$ cat src/rtl/csidh_carry_seq.sv
// rtl/csidh_carry_seq.sv - streaming carry-propagation sequencer for reduced-radix limbs
//
// Optional feature macro: CSIDH_CARRY_LENCHK_EN (element length check driving err).
//
// Ports:
//   g_clk      in   clock, rising edge
//   g_resetn   in   asynchronous active-low reset
//   in_valid   in   input limb valid
//   in_ready   out  block can accept an input limb
//   in_data    in   signed 64-bit input limb, little-endian order
//   in_last    in   marks the most-significant limb of an element
//   out_valid  out  output limb valid
//   out_ready  in   consumer accepts the output limb
//   out_data   out  normalised limb (masked to RADIX bits, top limb unmasked)
//   out_last   out  marks the most-significant output limb
//   err        out  one-cycle length-error pulse (0 unless CSIDH_CARRY_LENCHK_EN)
module csidh_carry_seq #(
    parameter int RADIX = 57,
    parameter int NLIMB = 9
) (
    input  logic        g_clk,
    input  logic        g_resetn,
    input  logic        in_valid,
    output logic        in_ready,
    input  logic [63:0] in_data,
    input  logic        in_last,
    output logic        out_valid,
    input  logic        out_ready,
    output logic [63:0] out_data,
    output logic        out_last,
    output logic        err
);

    localparam logic [63:0] MASK = (64'd1 << RADIX) - 64'd1;

    if (RADIX < 1 || RADIX > 63) begin : g_bad_radix
        $error("RADIX must be in 1..63");
    end
    if (NLIMB < 1) begin : g_bad_nlimb
        $error("NLIMB must be at least 1");
    end

    logic [63:0] acc;
    logic        acc_v;
    logic        acc_last;
    logic [63:0] carry;
    logic        oslot;
    logic        accept;
    logic        drain;

    // Sign-filled shift: a negative partial sum borrows from the next limb.
    assign carry    = 64'($signed(acc) >>> RADIX);
    assign oslot    = !out_valid || out_ready;
    // A completed top limb must drain before the next element may start.
    assign in_ready = oslot && !(acc_v && acc_last);
    assign accept   = in_valid && in_ready;
    assign drain    = acc_v && acc_last && oslot;

    always_ff @(posedge g_clk or negedge g_resetn) begin
        if (!g_resetn) begin
            acc       <= 64'd0;
            acc_v     <= 1'b0;
            acc_last  <= 1'b0;
            out_data  <= 64'd0;
            out_valid <= 1'b0;
            out_last  <= 1'b0;
        end else begin
            if (accept) begin
                acc_v    <= 1'b1;
                acc_last <= in_last;
                acc      <= acc_v ? (in_data + carry) : in_data;
            end else if (drain) begin
                acc_v    <= 1'b0;
                acc_last <= 1'b0;
            end

            if (accept && acc_v) begin
                out_data  <= acc & MASK;
                out_last  <= 1'b0;
                out_valid <= 1'b1;
            end else if (drain) begin
                // Top limb keeps the full signed carry.
                out_data  <= acc;
                out_last  <= 1'b1;
                out_valid <= 1'b1;
            end else if (out_ready) begin
                out_valid <= 1'b0;
            end
        end
    end

`ifdef CSIDH_CARRY_LENCHK_EN
    localparam int CW = $clog2(NLIMB + 1);

    logic [CW-1:0] cnt;
    logic          err_q;

    always_ff @(posedge g_clk or negedge g_resetn) begin
        if (!g_resetn) begin
            cnt   <= '0;
            err_q <= 1'b0;
        end else begin
            err_q <= 1'b0;
            if (accept) begin
                if (in_last) begin
                    cnt   <= '0;
                    err_q <= ((int'(cnt) + 1) != NLIMB);
                end else begin
                    cnt <= cnt + {{(CW-1){1'b0}}, 1'b1};
                end
            end
        end
    end

    assign err = err_q;
`else
    assign err = 1'b0;
`endif

endmodule
$ cat config.mk
export PLATFORM = sky130hd
export DESIGN_NAME = csidh_carry_seq
export DESIGN_NICKNAME = d
export VERILOG_FILES = /design/src/rtl/csidh_carry_seq.sv
export SDC_FILE = /design/constraint.sdc
export NUM_CORES = 1
export LEC_CHECK = 0
export ABC_AREA = 1
export ABC_CLOCK_PERIOD_IN_PS = 4340
export BUFFER_PORTS_ARGS = -buffer_cell sky130_fd_sc_hd__buf_2
export CAP_MARGIN = 10
export CORE_ASPECT_RATIO = 0.5
export CORE_MARGIN = 3
export CORE_UTILIZATION = 55
export DETAILED_ROUTE_END_ITERATION = 7
export GPL_TIMING_DRIVEN = 0
export MAX_ROUTING_LAYER = met4
export PLACE_DENSITY = 0.78
export SYNTH_ARGS = -nofsm -noshare
export SYNTH_HDL_FRONTEND = slang
export SYNTH_SLANG_ARGS = --single-unit
$ cat constraint.sdc
create_clock -name g_clk -period 4.34 [get_ports g_clk]
set_clock_uncertainty 0.2 [all_clocks]
set_input_delay 0.868 -clock g_clk [delete_from_list [all_inputs] [get_ports g_clk]]
set_output_delay 0.868 -clock g_clk [all_outputs]
set_load 0.005 [all_outputs]
==> key figures, run 1 <==
Power and ir drop
  • Overall power of the completed layout: 10.24 mW
  • Max rail drop VDD: 0.3524 mV
  • Ratio of total power to cell area: 781.2 nW/um^2
  • Pleak: 8.022 nW

Setup path
  • Worst Path Buf+Inv: 3
  • Crit. End Element: flip-flop
  • Number of gates on the worst path with buffers counted: 16
  • Most common cell type on the critical path: sky130_fd_sc_hd__nand2_1
  • Kind of cell adding the most delay to the critical path: simple AND/OR/NAND/NOR gates
  • Worst reg-to-reg path cell count: 16
  • Type of origin of the critical path: flip-flop
  • Highest-delay cell along the critical path: sky130_fd_sc_hd__dfrtp_2
  • Critical Path Fanout Max: 41
  • Worst Path Arrival: 3.44 ns
  • Data required time of the critical path: 4.44 ns
  • Ordered cell list for the critical path: buf_12 -> ha_1 -> nand2_1 -> inv_1 -> nand2_1 -> nand2_1 -> inv_1 -> nand3_1 -> nand2_1 -> nand2_1 -> nand2_1 -> nand2_1 -> nand2_1 -> nand2_1 -> o21ai_1 -> nand2_1
  • Crit Path Category: flip-flop to flip-flop
  • Critical path's largest stage delay: 0.66 ns

Yosys
  • EDFF count, synth: 0
  • Average footprint of a synthesized cell: 5.942 sq um
  • Area share of the largest cell type after synthesis: 28.76%
  • Leading post-synthesis cells by cell area: sky130_fd_sc_hd__dfrtp_1 29%, sky130_fd_sc_hd__nand2_1 28%, sky130_fd_sc_hd__inv_1 11%
  • Most common flop cell mapped by yosys: sky130_fd_sc_hd__dfrtp_1
  • Nets in the synthesized netlist: 2066
  • Cell count after synthesis: 1933
  • Async set or reset register ratio after synthesis: 100.0%
  • Number of synthesized register bits: 132
  • Number of distinct standard cells referenced by the synthesized netlist: 36
  • Cell area after synthesis: 11490 sq um
  • Share of the yosys chip area belonging to registers: 28.76%
  • Library cell with the largest summed area after synthesis: sky130_fd_sc_hd__dfrtp_1
  • Total of warnings raised by yosys: 0

Timing
  • RSZ-0062 raised after global routing: no
  • Post-route setup TNS: 0 ns
  • Setup-violating endpoint count in the final report: 0
  • Post-layout min period: 3.343 ns
  • Number of max-slew violations in the final report: 0
  • Normalized max-slew margin: 52.46%
  • Peak Freq: 299.1 MHz
  • Slew of the pin with the lowest slew margin: 0.7131 ns
  • Final hold viol count: 0
  • Crit share post-route: 77.03%
  • Final worst setup slack: 0.9967 ns

Clock tree
  • Total number of clock tree sinks: 132
  • Number of buffers created by CTS: 17
  • Post-CTS setup repair buffer count: 0
  • Number of buffers on the longest clock path: 2
  • Clock-pin slew on the worst setup and hold paths: 0.07 ns
  • Clock root buffer: sky130_fd_sc_hd__clkbuf_16
  • TritonCTS clock tree: done
  • Count of instances resized after the clock tree is built: 0
  • Cts-stage hold buffer count: 0
  • Clock latency of the later-clocked register in the worst-skew pair: 0.43 ns
  • Total number of H-tree levels: 4

Final layout
  • Most common cell after layout, fill and taps aside: sky130_fd_sc_hd__nand2_1
  • Top library cells by usage in the layout, fill and taps aside: 848 x sky130_fd_sc_hd__nand2_1, 343 x sky130_fd_sc_hd__inv_1, 185 x sky130_fd_sc_hd__nor2_1, 156 x sky130_fd_sc_hd__buf_2, 131 x sky130_fd_sc_hd__dfrtp_1
  • Number of cells in the finished layout apart from fillers: 2368
  • Register Area: 3304 sq um
  • Antenna cells: 0
  • Relative area change from synthesis to final layout: 14.12%
  • Final Net Count: 2222
  • Filler Cell Count: 1927
  • Multi-input gate area in the final layout: 6646 sq um
  • Fraction of final layout cells sized beyond drive strength 1: 12.46%

Floorplan
  • Io pins: 137
  • Die Height: 108.2 microns
  • Horiz. Die Dim: 210.4 microns
  • Rows: 36
  • Initial Utilization: 57.56%
  • Die outline area: 22760 sq um
  • Area inside the core boundary: 19950 sq um

Placed design
  • Placed Cells incl. Taps: 2336
  • Placed wire-length estimate after detailed placement: 31290 microns
  • Place WS: 0.9590 ns
  • Count of buffers inserted at the top-level ports: 135
  • GP Congestion: 1.011

Drt
  • Vias per Instance: 5.119
  • WL/cell: 16.27 microns
  • Drt total wl: 38520 microns
  • Initial DRC count: 1164
  • Router iterations before antenna repair: 6
  • Routed Antenna Nets: 0
  • Total via count after detailed routing: 12122
  • Detailed-route DRC error count: 0

Global route
  • Largest net degree at the start of global routing: 92
  • Global-route wire length before repair: 59400 microns
  • Number of global-route vias before repair: 11077
  • Total congestion overflow after global routing: 0
  • Number of antenna violations at the first check in global routing: 0
  • Overall Global Routing Usage: 35.14%

Run
  • Reported max-cap violation count: 0

Outcome
  • Result of the run: finished clean

Hold path
  • Worst hold-check path type: primary input to asynchronous set/reset pin
==> registers in the layout (all words and copies together), names as in the netlist <==
| signal | flops |
|---|---|
| acc_v | 1 |
| acc_last | 1 |
| acc | 64 |
| out_last | 1 |
| out_valid | 1 |
| out_data | 64 |
==> Yosys cell counts, types with 4 or more instances <==
| library cell | instances |
|---|---|
| sky130_fd_sc_hd__nor2_2 | 15 |
| sky130_fd_sc_hd__xor2_1 | 11 |
| sky130_fd_sc_hd__nand3_1 | 60 |
| sky130_fd_sc_hd__a21oi_1 | 43 |
| sky130_fd_sc_hd__nor3_2 | 7 |
| sky130_fd_sc_hd__nand2_1 | 848 |
| sky130_fd_sc_hd__dfrtp_1 | 132 |
| sky130_fd_sc_hd__nand2_2 | 26 |
| sky130_fd_sc_hd__o21ai_0 | 49 |
| sky130_fd_sc_hd__o21ai_1 | 17 |
| sky130_fd_sc_hd__o22ai_1 | 5 |
| sky130_fd_sc_hd__inv_1 | 343 |
| sky130_fd_sc_hd__nor2_1 | 185 |
| sky130_fd_sc_hd__a32o_1 | 7 |
| sky130_fd_sc_hd__xnor2_1 | 17 |
| sky130_fd_sc_hd__ha_1 | 63 |
| sky130_fd_sc_hd__clkbuf_1 | 10 |
| sky130_fd_sc_hd__o211ai_1 | 18 |
| sky130_fd_sc_hd__buf_6 | 4 |
| sky130_fd_sc_hd__nand3_2 | 9 |
| sky130_fd_sc_hd__nor3_1 | 7 |
| sky130_fd_sc_hd__nand4_1 | 11 |
| sky130_fd_sc_hd__buf_2 | 22 |
==> worst paths after layout <==
kind                                end   startpoint  slack (ns)
min in group g_clk          out_data[1]  out_data[1]        0.27
min                        out_data[62]     g_resetn        0.14
max                             acc[33]      acc[63]         1.0
max in group asynchronous  out_data[53]     g_resetn        3.01
min reg2reg                 out_data[1]  out_data[1]        0.27
max reg2reg                     acc[33]      acc[63]         1.0
==> report_power, final <==
part / switching (mW) / internal (mW)
clock: 0.619 / 0.797
combinational: 4.43 / 2.19
sequential: 0.382 / 1.82
==> cells by family after synthesis <==
group / Yosys count / share of synthesized area, %
buffers and inverters: 391 / 13.38
muxes: 2 / 0.1743
other: 1 / 0.03265
adders and majority gates: 64 / 7.037
and+or+nand+nor: 1171 / 41.26
DFF: 132 / 28.76
AOI/OAI and AO/OA: 144 / 7.222
xor gates and xnor gates: 28 / 2.135
==> routing by layer <==
layer  share of wire, %  vias to the layer above  GRT usage [%]  routed length, microns
li1                   -                     6146              -                       -
met1                 46                     5451          48.56                   17730
met2                 43                      457          53.89                   16570
met3                8.1                       68          5.101                    3137
met5                  0                        -              -                       0
met4                2.8                        0          10.88                    1089
==> worst register-to-register path, delay by kind of cell (launching register included) <==
family,cells,cell delay (ns)
AOI/OAI and AO/OA,1,0.23
adders and majority gates,1,0.37
buffers and inverters,3,0.44
DFF,1,0.66
and+or+nand+nor,11,1.31
==> per-stage QoR <==
| step | instance area [sq um] | hold slack, ns | util (%) |
|---|---|---|---|
| global placement | 12490 | 0.2494 | 62.62 |
| global route | 13110 | 0.1661 | 65.69 |
| CTS | 13110 | 0.1528 | 65.69 |
| floorplan | 11490 | 0.2422 | - |
| detailed placement | 12550 | 0.2586 | 62.89 |
| finish | 13110 | 0.1421 | 65.69 |
==> final cells by class <==
type / count / area share, %
Buffer: 42 / 1.728
Multi-Input combinational cell: 1410 / 50.71
Clock inverter: 13 / 0.9546
Timing Repair Buffer: 137 / 5.565
Inverter: 349 / 9.994
Tap cell: 266 / 2.539
Clock buffer: 19 / 3.303
Sequential cell: 132 / 25.21
(Power assumes the default switching activity.)
==> inputs of run 2 (changes only) <==
--- a/config.mk
+++ b/config.mk
@@ -6,16 +6,16 @@
 export NUM_CORES = 1
 export LEC_CHECK = 0
 export ABC_AREA = 1
-export ABC_CLOCK_PERIOD_IN_PS = 4340
+export ABC_CLOCK_PERIOD_IN_PS = 2800
 export BUFFER_PORTS_ARGS = -buffer_cell sky130_fd_sc_hd__buf_2
 export CAP_MARGIN = 10
 export CORE_ASPECT_RATIO = 0.5
 export CORE_MARGIN = 3
-export CORE_UTILIZATION = 55
+export CORE_UTILIZATION = 54
 export DETAILED_ROUTE_END_ITERATION = 7
 export GPL_TIMING_DRIVEN = 0
 export MAX_ROUTING_LAYER = met4
-export PLACE_DENSITY = 0.78
+export PLACE_DENSITY = 0.8
 export SYNTH_ARGS = -nofsm -noshare
 export SYNTH_HDL_FRONTEND = slang
 export SYNTH_SLANG_ARGS = --single-unit
==> constraint.sdc (replaced) <==
create_clock -name g_clk -period 2.8 [get_ports g_clk]
set_clock_uncertainty 0.2 [all_clocks]
set_input_delay 0.56 -clock g_clk [delete_from_list [all_inputs] [get_ports g_clk]]
set_output_delay 0.56 -clock g_clk [all_outputs]
set_load 0.005 [all_outputs]
==> key figures, run 2 (synthesis gave the netlist of run 1 again) <==
Setup path
  • Type of origin of the critical path: flip-flop (unchanged)
  • Crit. End Element: flip-flop (unchanged)
  • Data required time of the critical path: 2.93 ns (was 4.44 ns)
  • Critical Path Fanout Max: 9 (was 41)
  • Crit Path Category: flip-flop to flip-flop (unchanged)
  • Worst Path Arrival: 2.89 ns (was 3.44 ns)
  • Worst reg-to-reg path cell count: 13 (was 16)

Timing
  • Crit share post-route: 98.37% (was 77.03%)
  • Slew of the pin with the lowest slew margin: 0.7712 ns (was 0.7131 ns)
  • Final worst setup slack: 0.04563 ns (was 0.9967 ns)
  • Normalized max-slew margin: 48.59% (was 52.46%)
  • Post-layout min period: 2.754 ns (was 3.343 ns)
  • Post-route setup TNS: 0 ns (unchanged)
  • Peak Freq: 363.1 MHz (was 299.1 MHz)
  • Number of max-slew violations in the final report: 0 (unchanged)
  • RSZ-0062 raised after global routing: yes (was no)
  • Setup-violating endpoint count in the final report: 0 (unchanged)
  • Final hold viol count: 0 (unchanged)

Floorplan
  • Die Height: 109.1 microns (was 108.2 microns)
  • Io pins: 137 (unchanged)
  • Horiz. Die Dim: 212.3 microns (was 210.4 microns)
  • Area inside the core boundary: 20690 sq um (was 19950 sq um)
  • Initial Utilization: 55.51% (was 57.56%)
  • Rows: 37 (was 36)
  • Die outline area: 23160 sq um (was 22760 sq um)

Placed design
  • GP Congestion: 0.9906 (was 1.011)
  • Placed wire-length estimate after detailed placement: 31520 microns (was 31290 microns)
  • Area post-placement: 12540 sq um (was 12550 sq um)
  • Count of buffers inserted at the top-level ports: 135 (unchanged)
  • Place WS: -0.7338 ns (was 0.9590 ns)

Power and ir drop
  • Pleak: 8.329 nW (was 8.022 nW)
  • Net switching component of the power: 9.465 mW (was 5.430 mW)
  • Power Internal: 8.719 mW (was 4.810 mW)
  • Ratio of total power to cell area: 1234 nW/um^2 (was 781.2 nW/um^2)
  • Clock share of power: 12.4% (was 13.8%)
  • Combinational share of power: 68.8% (was 64.6%)
  • Max rail drop VDD: 0.6608 mV (was 0.3524 mV)
  • Sequential group share of total power: 18.8% (was 21.5%)
  • Switching Share: 52.05% (was 53.02%)

Drt
  • Drt total wl: 41630 microns (was 38520 microns)
  • Routed Antenna Nets: 0 (unchanged)
  • WL/cell: 17.42 microns (was 16.27 microns)
  • Vias per Instance: 5.167 (was 5.119)
  • Initial DRC count: 1351 (was 1164)
  • Total via count after detailed routing: 12344 (was 12122)
  • Detailed-route DRC error count: 0 (unchanged)
  • Router iterations before antenna repair: 6 (unchanged)

Global route
  • Global-route wire length before repair: 59490 microns (was 59400 microns)
  • Number of global-route vias before repair: 10900 (was 11077)
  • Number of antenna violations at the first check in global routing: 0 (unchanged)
  • Total congestion overflow after global routing: 0 (unchanged)
  • Largest net degree at the start of global routing: 95 (was 92)
  • Overall Global Routing Usage: 35.26% (was 35.14%)

Final layout
  • Registers with the highest flip-flop counts: acc (64), out_data (64) (unchanged)
  • Final instance area: 14730 sq um (was 13110 sq um)
  • Top library cells by usage in the layout, fill and taps aside: 775 x sky130_fd_sc_hd__nand2_1, 331 x sky130_fd_sc_hd__inv_1, 156 x sky130_fd_sc_hd__buf_2, 139 x sky130_fd_sc_hd__nor2_1, 131 x sky130_fd_sc_hd__dfrtp_1 (was 848 x sky130_fd_sc_hd__nand2_1, 343 x sky130_fd_sc_hd__inv_1, 185 x sky130_fd_sc_hd__nor2_1, 156 x sky130_fd_sc_hd__buf_2, 131 x sky130_fd_sc_hd__dfrtp_1)
  • Relative area change from synthesis to final layout: 28.25% (was 14.12%)
  • Fraction of final layout cells sized beyond drive strength 1: 23.49% (was 12.46%)
  • Final Net Count: 2239 (was 2222)
  • Antenna cells: 0 (unchanged)
  • Most common cell after layout, fill and taps aside: sky130_fd_sc_hd__nand2_1 (unchanged)

Run
  • Reported max-cap violation count: 0 (unchanged)

Clock tree
  • Clock-pin slew on the worst setup and hold paths: 0.06 ns (was 0.07 ns)
  • Number of buffers created by CTS: 17 (unchanged)
  • Number of buffers on the longest clock path: 2 (unchanged)
  • Clock latency of the later-clocked register in the worst-skew pair: 0.44 ns (was 0.43 ns)
  • Total number of H-tree levels: 4 (unchanged)
  • Total number of clock tree sinks: 132 (unchanged)
  • TritonCTS clock tree: done (unchanged)
  • Clock root buffer: sky130_fd_sc_hd__clkbuf_16 (unchanged)

Hold path
  • Hold path depth: 3
  • Worst hold-check path type: primary input to flip-flop (was primary input to asynchronous set/reset pin)

Outcome
  • Result of the run: finished clean (unchanged)
[run 2: repair_timing]
item                                    4_1_cts  5_1_grt
buffers inserted                              4        9
gates resized for setup                      14      299
hold buffers                                  1        0
endpoints found under the setup margin       57       45
hold endpoints to repair                     38        0
cloned                                        0        4
pin swaps                                     0       41
[run 2: layout make-up]
type | instances | area (sq um)
inverters | 349 | 1310
clock inverters | 9 | 133.9
flip-flops and latches | 132 | 3307
clock buffers | 20 | 436.7
well taps | 273 | 341.6
repair buffers | 154 | 960.9
multi-input cells | 1410 | 8014
fillers | 1797 | 5963
plain buffers | 42 | 226.5
[run 2: worst max-delay path, cell delays in order, from the launching register on]
cell	delay (ns)
sky130_fd_sc_hd__dfrtp_4	0.60
sky130_fd_sc_hd__buf_12	0.20
sky130_fd_sc_hd__ha_2	0.40
sky130_fd_sc_hd__nand2_2	0.10
sky130_fd_sc_hd__inv_1	0.11
sky130_fd_sc_hd__nand2_4	0.09
sky130_fd_sc_hd__nor2_4	0.15
sky130_fd_sc_hd__nand2_1	0.13
sky130_fd_sc_hd__nor4_4	0.22
sky130_fd_sc_hd__nand2_1	0.13
sky130_fd_sc_hd__nand3_1	0.08
sky130_fd_sc_hd__nand3_1	0.09
sky130_fd_sc_hd__nand2_1	0.07
sky130_fd_sc_hd__nand2_1	0.04
[run 2: worst paths after layout]
| kind | to | start | slack, ns |
|---|---|---|---|
| setup reg to reg | acc[59] | acc[63] | 0.05 |
| hold / removal | acc_last | in_last | 0.18 |
| max in group asynchronous | out_data[50] | g_resetn | 1.15 |
| min in group asynchronous | out_data[62] | g_resetn | 0.46 |
| hold reg to reg | out_data[54] | acc[54] | 0.27 |
| setup / recovery | acc[59] | acc[63] | 0.05 |
[run 2: power by group through the flow]
stage | Sequential, mW | Clock [mW] | Combinational, mW
floorplan | 3.36 | 0 | 6.92
global placement | 3.49 | 0 | 9.77
detailed placement | 3.51 | 0 | 9.91
CTS | 3.37 | 2.26 | 10.4
global route | 3.52 | 2.35 | 13.7
finish | 3.42 | 2.25 | 12.5
[run 2: layer usage]
layer | track usage (%) | share of wire (%)
met1 | 48.72 | 46
met2 | 52.44 | 44
met3 | 6.870 | 7.7
met4 | 11.00 | 2.6
met5 | - | 0
[run 2: per-stage QoR]
step | power [mW] | cells | hold slack, ns | util (%)
2_1_floorplan | 10.29 | 1933 | 0.06441 | -
3_3_place_gp | 13.26 | 2341 | 0.2506 | 60.43
3_5_place_dp | 13.43 | 2342 | 0.2554 | 60.59
4_1_cts | 15.99 | 2376 | 0.1742 | 64.01
5_1_grt | 19.60 | 2389 | 0.1733 | 71.18
6_report | 18.18 | 2389 | 0.1847 | 71.18
